===== config.mk =====
export PLATFORM = sky130hd
export DESIGN_NAME = regfile_port_scheduler
export DESIGN_NICKNAME = d
export VERILOG_FILES = /design/src/rtl/regfile_port_scheduler.sv
export SDC_FILE = /design/constraint.sdc
export NUM_CORES = 1
export LEC_CHECK = 0
export ABC_CLOCK_PERIOD_IN_PS = 2100
export BUFFER_PORTS_ARGS = -buffer_cell sky130_fd_sc_hd__buf_2
export CORE_AREA = 10 10 64 66
export DETAILED_ROUTE_END_ITERATION = 6
export DIE_AREA = 0 0 74 76
export PLACE_DENSITY = 0.77
export SETUP_SLACK_MARGIN = 0.1
export SLEW_MARGIN = 15
export SYNTH_ARGS = -nofsm -noshare
export SYNTH_HDL_FRONTEND = slang
export SYNTH_SLANG_ARGS = --single-unit
export TNS_END_PERCENT = 5

===== constraint.sdc =====
create_clock -name clk -period 2.1 [get_ports clk]
set_clock_uncertainty 0.1 [all_clocks]
set_input_delay 0.21 -clock clk [delete_from_list [all_inputs] [get_ports clk]]
set_output_delay 0.21 -clock clk [all_outputs]
set_load 0.005 [all_outputs]

===== src/rtl/regfile_port_scheduler.sv =====
// Register file write-port / read-port-1 scheduler.
// Arbitrates the single write port between the post-reset clear sweep,
// pipeline writeback (always wins) and a debug transaction port, and
// borrows read port 1 for one stalled cycle to service debug reads.
//
// state  | meaning
// -------+-----------------------------------------------------------
// INIT   | clear sweep r0..r14 to zero, one register per cycle
// IDLE   | waiting for a debug request
// DBG_WR | debug write pending; waits for a free write-port cycle
// DBG_RD | read port 1 steered to the debug index for one cycle
// ACK    | one-cycle completion pulse (with error flag if rejected)
module regfile_port_scheduler #(
  parameter int WIDTH = 8
) (
  input  logic             clk,
  input  logic             reset,
  input  logic             wb_we,
  input  logic [3:0]       wb_addr,
  input  logic [WIDTH-1:0] wb_data,
  input  logic             dbg_req,
  input  logic             dbg_wr,
  input  logic [3:0]       dbg_addr,
  input  logic [WIDTH-1:0] dbg_wdata,
  input  logic [WIDTH-1:0] rf_rd,
  output logic             rf_we,
  output logic [3:0]       rf_wa,
  output logic [WIDTH-1:0] rf_wd,
  output logic             rf_rsel,
  output logic [3:0]       rf_ra,
  output logic             stall,
  output logic             dbg_ack,
  output logic             dbg_err,
  output logic [WIDTH-1:0] dbg_rdata,
  output logic             init_done
);

  typedef enum logic [2:0] {
    S_INIT   = 3'd0,
    S_IDLE   = 3'd1,
    S_DBG_WR = 3'd2,
    S_DBG_RD = 3'd3,
    S_ACK    = 3'd4
  } state_t;

  state_t           r_state;
  logic [3:0]       r_cnt;
  logic [2:0]       r_blk;
  logic             r_ack;
  logic             r_err;
  logic             r_init_done;
  logic [WIDTH-1:0] r_rdata;

  logic w_init_we;
  logic w_dbg_wr_go;

  // The sweep write is qualified by reset so the port stays quiet while
  // reset is held, even though the state register already sits in INIT.
  assign w_init_we   = (r_state == S_INIT) && reset;
  assign w_dbg_wr_go = (r_state == S_DBG_WR) && !wb_we && (dbg_addr != 4'hF);

  // Main sequencer: sweep, debug request dispatch, writeback blocking, ack.
  always_ff @(posedge clk or negedge reset) begin
    if (!reset) begin
      r_state     <= S_INIT;
      r_cnt       <= 4'd0;
      r_blk       <= 3'd0;
      r_ack       <= 1'b0;
      r_err       <= 1'b0;
      r_init_done <= 1'b0;
      r_rdata     <= '0;
    end else begin
      r_ack <= 1'b0;
      r_err <= 1'b0;
      case (r_state)
        S_INIT: begin
          if (r_cnt == 4'd14) begin
            r_state     <= S_IDLE;
            r_cnt       <= 4'd0;
            r_init_done <= 1'b1;
          end else begin
            r_cnt <= r_cnt + 4'd1;
          end
        end
        S_IDLE: begin
          if (dbg_req) begin
            r_state <= dbg_wr ? S_DBG_WR : S_DBG_RD;
          end
        end
        S_DBG_WR: begin
          // r15 is protected: reject immediately, no write is attempted.
          if (dbg_addr == 4'hF) begin
            r_state <= S_ACK;
            r_ack   <= 1'b1;
            r_err   <= 1'b1;
            r_blk   <= 3'd0;
          end else if (wb_we) begin
            if (r_blk != 3'd7) begin
              r_blk <= r_blk + 3'd1;
            end
          end else begin
            r_state <= S_ACK;
            r_ack   <= 1'b1;
            r_blk   <= 3'd0;
          end
        end
        S_DBG_RD: begin
          r_rdata <= rf_rd;
          r_state <= S_ACK;
          r_ack   <= 1'b1;
        end
        S_ACK: begin
          r_state <= S_IDLE;
        end
        default: begin
          r_state <= S_INIT;
        end
      endcase
    end
  end

  // Write port mux: sweep, then pipeline writeback, then pending debug write.
  always_comb begin
    rf_we = 1'b0;
    rf_wa = 4'd0;
    rf_wd = '0;
    if (w_init_we) begin
      rf_we = 1'b1;
      rf_wa = r_cnt;
      rf_wd = '0;
    end else if ((r_state != S_INIT) && wb_we) begin
      rf_we = 1'b1;
      rf_wa = wb_addr;
      rf_wd = wb_data;
    end else if (w_dbg_wr_go) begin
      rf_we = 1'b1;
      rf_wa = dbg_addr;
      rf_wd = dbg_wdata;
    end
  end

  // Stall and read-port steering decoded from registered state only.
  always_comb begin
    stall   = 1'b0;
    rf_rsel = 1'b0;
    rf_ra   = 4'd0;
    case (r_state)
      S_INIT:   stall = 1'b1;
      S_DBG_RD: begin
        stall   = 1'b1;
        rf_rsel = 1'b1;
        rf_ra   = dbg_addr;
      end
      S_DBG_WR: stall = (r_blk >= 3'd4);
      default:  stall = 1'b0;
    endcase
  end

  assign dbg_ack   = r_ack;
  assign dbg_err   = r_err;
  assign dbg_rdata = r_rdata;
  assign init_done = r_init_done;

endmodule


==> impl_metrics.env, run 1 <==
export IMPL_fill_cells=248
export IMPL_place_inst=212
export IMPL_finalWeightedCongestion=0.831
export IMPL_worst_path_max_fanout=7
export IMPL_startpoint_type="flip-flop"
export IMPL_path_buf_inv=1
export IMPL_crit_family="simple AND/OR/NAND/NOR gates"
export IMPL_setup_tns_ps=0
export IMPL_slowest_stage="or4b_4"
export IMPL_slowest_delay_ps=600
export IMPL_crit_required_ps=1790
export IMPL_r2r_start="r_state[0]"
export IMPL_peakVddDrop_mv=0.814
export IMPL_cts_htree_levels=1
export IMPL_final_common_cell="buf_2"
export IMPL_n_antenna_cell=0
export IMPL_rows=20
export IMPL_seq_area_um2=529
export IMPL_hold_path_depth=2
export IMPL_postSynthAreaPerCell_um2=10.3
export IMPL_port_buffers=66
export IMPL_syn_inst=117
export IMPL_clock_latency_ps=310
export IMPL_drive_gt1_frac=0.515
export IMPL_nNetsFinal=235
export IMPL_end_kind="output pin"
export IMPL_cts_sinks=21
export IMPL_antenna_found_initial=0
export IMPL_path_cells="or4b_4, a31oi_1, buf_2"
export IMPL_ys_types=39
export IMPL_cts_buffers=3
export IMPL_hold_viol=0
export IMPL_drv_slew=0
export IMPL_synth_compound_area_frac=0.195
export IMPL_tightest_slew_ps=956
export IMPL_outcome="finished, final reports clean"
export IMPL_vias=1256
export IMPL_area_delta_synth_final_pct=41.8
export IMPL_drt_pass1_iterations=4
export IMPL_synthMuxAreaShare=0.0870
export IMPL_leakage_nw=0.895
export IMPL_multiInputGateArea_um2=643
export IMPL_path_class="reg2out"
export IMPL_start_util=0.413
export IMPL_max_freq_mhz=497
export IMPL_final_cell_mix="66 x buf_2, 18 x dfrtp_1, 12 x buf_4"
export IMPL_synth_top_cell_area_share=0.435
export IMPL_track_usage=0.131
export IMPL_die_x_um=74
export IMPL_wl_mm=3.99
export IMPL_ff2ff_path_depth=7
export IMPL_synth_largest_area_cell="dfrtp_1"
export IMPL_drcViolationCount=0
export IMPL_synth_seq_cells=21
export IMPL_synthAdderAreaFrac=0.0311
export IMPL_crit_start="r_state[1]"
export IMPL_die_h_um=76
export IMPL_synth_seq_area_share=0.435
export IMPL_powerDensity_mw_per_mm2=1190
export IMPL_dieArea_mm2=0.00562
export IMPL_syn_nets=157
export IMPL_avgRoutedWirePerCell_um=17.6
export IMPL_hold_path_class="in2reg"
export IMPL_fin_crit_sh=0.958
export IMPL_syn_area_mm2=0.00121
export IMPL_async_flop_share=1.00
export IMPL_cts_root_buf="clkbuf_4"
export IMPL_period_needed_ps=2010
export IMPL_final_core_util=0.585
export IMPL_routed_via_density=5.53
export IMPL_hp_start="rf_rd[6]"
export IMPL_first_iter_violations=60
export IMPL_synth_edf_count=0
export IMPL_synthSimpleGateAreaFrac=0.196
export IMPL_stdcell_count=227
export IMPL_core_area_mm2=0.00293
export IMPL_grt_pass1_vias=1279
export IMPL_finalSetupViolCount=0
export IMPL_arrival_ps=1700
export IMPL_synth_area_leaders="dfrtp_1 43%, a22o_1 7.2%, mux2_1 4.7%, ha_1 3.1%, o21ai_0 2.9%"
export IMPL_dp_hpwl_mm=3.05
export IMPL_rsz0062_at_grt="true"
export IMPL_overflow=0
export IMPL_grt_pass1_wl_mm=6.07
export IMPL_boundaryPins=67
export IMPL_cp_num_cells=3
export IMPL_clockBufferDepth=2
export IMPL_drv_cap=0
export IMPL_synth_top_family_by_area="simple AND/OR/NAND/NOR gates"
export IMPL_tritoncts="done"
export IMPL_yosysWarningCount=0
export IMPL_cts_clk_slew_worst_paths_ps=130
export IMPL_ant_nets=0
export IMPL_relSlewSlack=0.361
export IMPL_synthXorXnorAreaFrac=0
export IMPL_ys_dominant_reg_cell="dfrtp_1"
export IMPL_grt_start_max_net_pins=22
[synth_stat cells, types with 2 or more instances]
cell type / count
a31oi_1: 3
dfrtp_1: 21
and3_1: 2
buf_4: 2
mux2_1: 5
and2_1: 5
a22o_1: 10
inv_1: 4
nor2_1: 6
mux2_2: 3
o21ai_0: 7
a21oi_1: 3
buf_2: 4
nand3_1: 6
o21ai_1: 2
a311oi_1: 2
ha_1: 3
nand2_1: 8
[stage by stage]
step                worst slack (ps)  area [um2]  power (W)  hold slack, ps
CTS                             59.1        1630    0.00193            7.01
floorplan                        450        1210    0.00132            -186
global route                    30.0        1710    0.00219            4.15
finish                          89.2        1710    0.00204            25.1
detailed placement               276        1560    0.00170             123
global placement                 337        1560    0.00164             112
[area by class of cell]
class / count / share of cell area
repair buffers: 81 / 0.264
clock buffers: 3 / 0.0131
flip-flops and latches: 21 / 0.309
clock inverters: 1 / 0.00438
multi-input cells: 83 / 0.375
well taps: 33 / 0.0241
inverters: 5 / 0.0109
[timing repair]
action | in CTS | in global routing
setup buffers | 3 | 6
pin swaps | 1 | 5
endpoints found under the hold margin | 21 | 1
resized for setup | 7 | 8
setup endpoints to repair | 18 | 13
hold buffers | 1 | 1
[registers in the layout (all words and copies together) (netlist names)]
name and flops:
init_done 1, dbg_err 1, r_blk 3, r_state 3, dbg_rdata 8, r_cnt 4
dbg_ack 1
[metal layers]
layer	global-route usage	wire length, um
met4	0.0392	74
met3	0.0221	184
met1	0.130	1330
met5	0	0
met2	0.257	2400
[cell families after synthesis]
family | after synthesis
DFF | 21
adders and majority gates | 3
and+or+nand+nor | 38
buffers and inverters | 13
muxes | 9
AOI/OAI and AO/OA | 33
[where the power goes]
part / switching [W] / total (W) / internal (W)
clock network: 0.000131 / 0.000203 / 0.0000724
logic: 0.000511 / 0.00107 / 0.000557
registers: 0.000184 / 0.000766 / 0.000582
total: 0.000826 / 0.00204 / 0.00121
[worst paths after layout]
path / endpoint / slack [ps]
min: dbg_rdata[6] / 30
max reg2reg: dbg_rdata[7] / 190
max: rf_wa[3] / 90
min in group asynchronous: r_state[1] / 600
min reg2reg: init_done / 370
max in group asynchronous: r_state[2] / 640
Note: power is estimated with default switching activity, not from simulation.
==> inputs of run 2 (changes only) <==
ABC_AREA = 1   (was default)
CAP_MARGIN = 25   (was default)
==> impl_metrics.env, run 2 <==
export IMPL_outcome="finished, final reports clean"
export IMPL_cts_htree_levels=1
export IMPL_core_area_mm2=0.00293
export IMPL_final_common_cell="nand2_1"
export IMPL_synth_seq_cells=21
export IMPL_syn_inst=177
export IMPL_switching_share=0.442
export IMPL_syn_nets=217
export IMPL_clockBufferDepth=2
export IMPL_p_int_w=0.00111
export IMPL_avgRoutedWirePerCell_um=12.4
export IMPL_routed_via_density=4.62
export IMPL_synth_most_common_cell="nand2_1"
export IMPL_postCtsSetupBuffers=0
export IMPL_drive_gt1_frac=0.319
export IMPL_end_kind="output pin"
export IMPL_track_usage=0.120
export IMPL_relSlewSlack=0.649
export IMPL_synthMuxAreaShare=0
export IMPL_tightest_slew_ps=525
export IMPL_p_sw_w=0.000880
export IMPL_die_x_um=74
export IMPL_synth_seq_area_share=0.428
export IMPL_rows=20
export IMPL_peakVddDrop_mv=0.730
export IMPL_startpoint_type="flip-flop"
export IMPL_dieArea_mm2=0.00562
export IMPL_port_buffers=66
export IMPL_grt_pass1_wl_mm=5.66
export IMPL_fill_cells=281
export IMPL_antenna_found_initial=0
export IMPL_syn_area_mm2=0.00123
export IMPL_clockPowerShare=0.092
export IMPL_finalWeightedCongestion=0.843
export IMPL_period_needed_ps=1900
export IMPL_start_util=0.419
export IMPL_postSynthAreaPerCell_um2=6.93
export IMPL_hold_path_class="in2reg"
export IMPL_area_delta_synth_final_pct=36.7
export IMPL_seqPwrFrac=0.358
export IMPL_final_cell_mix="70 x nand2_1, 66 x buf_2, 21 x dfrtp_1"
export IMPL_wl_met1_mm=1.52
export IMPL_fin_crit_sh=0.907
export IMPL_ys_dominant_reg_cell="dfrtp_1"
export IMPL_p_total_w=0.00199
export IMPL_setup_tns_ps=0
export IMPL_rsz0062_at_grt="true"
export IMPL_vias=1312
export IMPL_final_core_util=0.573
export IMPL_cts_buffers=3
export IMPL_drv_slew=0
export IMPL_met3_length_um=580
export IMPL_synthSimpleGateAreaFrac=0.408
export IMPL_highest_layer="met4"
export IMPL_yosysWarningCount=0
export IMPL_ys_types=20
export IMPL_holdWs_ps=7.18
export IMPL_dp_hpwl_mm=2.87
export IMPL_hold_viol=0
export IMPL_die_h_um=76
export IMPL_grt_pass1_vias=1301
export IMPL_synth_top_family_by_area="simple AND/OR/NAND/NOR gates"
export IMPL_grt_start_max_net_pins=22
export IMPL_clock_latency_ps=290
export IMPL_power_share_combinational=0.550
export IMPL_synth_largest_area_cell="dfrtp_1"
export IMPL_leakage_nw=1.03
export IMPL_largest_reg_flops=8
export IMPL_tritoncts="done"
export IMPL_worst_path_max_fanout=13
export IMPL_n_antenna_cell=0
export IMPL_synthXorXnorAreaFrac=0
export IMPL_stdcell_count=284
export IMPL_drv_cap=0
export IMPL_synth_area_leaders="dfrtp_1 43%, nand2_1 21%, nand3_1 7.7%, inv_1 5.8%, nor2_1 5.5%"
export IMPL_boundaryPins=67
export IMPL_async_flop_share=1.00
export IMPL_overflow=0
export IMPL_synth_top_cell_area_share=0.428
export IMPL_cts_root_buf="clkbuf_4"
export IMPL_place_inst=274
export IMPL_ant_nets=0
export IMPL_path_class="reg2out"
export IMPL_synth_compound_area_frac=0.0428
export IMPL_powerDensity_mw_per_mm2=1180
export IMPL_synthAdderAreaFrac=0.0306
export IMPL_synth_common_cells="70 x nand2_1, 21 x dfrtp_1, 19 x inv_1, 19 x nand3_1, 18 x nor2_1"
export IMPL_drt_pass1_iterations=4
export IMPL_cts_clk_slew_worst_paths_ps=100
export IMPL_finalSetupViolCount=0
export IMPL_first_iter_violations=36
export IMPL_synth_edf_count=0
export IMPL_drcViolationCount=0
export IMPL_wl_mm=3.53
export IMPL_arrival_ps=1590
export IMPL_cts_sinks=21
export IMPL_met2_length_mm=1.41
export IMPL_nNetsFinal=292
export IMPL_max_freq_mhz=525
export IMPL_crit_required_ps=1790
-- run 2: changes by cell type after synthesis, sizes merged, moves of 2 or more --
cell | previous run | this run
a311oi | 2 | 0
mux2 | 9 | 0
nor2 | 6 | 21
nand4 | 2 | 4
inv | 5 | 21
and3 | 2 | 0
o21ai | 9 | 6
a22o | 10 | 0
and2 | 5 | 0
a31oi | 3 | 0
buf | 7 | 4
nand2 | 8 | 71
nand3 | 6 | 20
-- run 2: power by group through the flow --
stage / logic (W) / clock network, W / registers (W)
floorplan: 0.000650 / 0 / 0.000711
global placement: 0.00104 / 0 / 0.000715
CTS: 0.00107 / 0.000191 / 0.000711
detailed placement: 0.00106 / 0 / 0.000712
finish: 0.00109 / 0.000182 / 0.000712
global route: 0.00127 / 0.000214 / 0.000737
-- run 2: cell type report --
type / instances / area [um2] / share of cell area
Clock buffer: 4 / 26.3 / 0.0157
Sequential cell: 21 / 526 / 0.313
Multi-Input combinational cell: 131 / 604 / 0.360
Tap cell: 33 / 41.3 / 0.0246
Inverter: 22 / 85.1 / 0.0507
Timing Repair Buffer: 73 / 395 / 0.236
-- run 2: metrics by stage --
| stage | worst slack (ps) | cell area, um2 |
|---|---|---|
| 3_3_place_gp | 528 | 1590 |
| 4_1_cts | 179 | 1660 |
| 3_5_place_dp | 519 | 1590 |
| 5_1_grt | 18.9 | 1680 |
| 6_report | 195 | 1680 |
| 2_1_floorplan | 724 | 1230 |
-- run 2: cell families after synthesis --
logic type | after synthesis
AO/OA/AOI/OAI | 10
adder cells (fa/ha/maj) | 3
buffers and inverters | 26
flip-flops | 21
AND/OR/NAND/NOR | 117
-- run 2: timing repair --
| item | 4_1_cts | 5_1_grt |
|---|---|---|
| endpoints found under the hold margin | 25 | 0 |
| endpoints found under the setup margin | 0 | 14 |
| resized for setup | 0 | 3 |
| hold buffers | 5 | 0 |
-- run 2: routing by layer --
| layer | vias up | track usage |
|---|---|---|
| met4 | 0 | 0.0429 |
| met2 | 60 | 0.172 |
| met5 | - | 0 |
| met3 | 2 | 0.0677 |
| li1 | 700 | - |
| met1 | 550 | 0.144 |
-- run 2: final timing paths --
path                                end       start  cells past startpoint  slack [ps]
min reg2reg                   init_done   init_done                      2         370
max reg2reg                dbg_rdata[4]  r_state[1]                      6         720
max in group asynchronous  dbg_rdata[5]       reset                      3        1350
max                            rf_wa[2]  r_state[1]                      7         200
min in group asynchronous    r_state[2]       reset                      3         350
min                        dbg_rdata[7]    rf_rd[7]                      3           7
-- run 2: worst max-delay path: stages (launching register included) --
cell	delay, ps
dfrtp_1	360
inv_1	120
nor2_2	150
nand2_2	110
nor2_4	250
nand3_1	120
nand3_1	80
buf_2	110
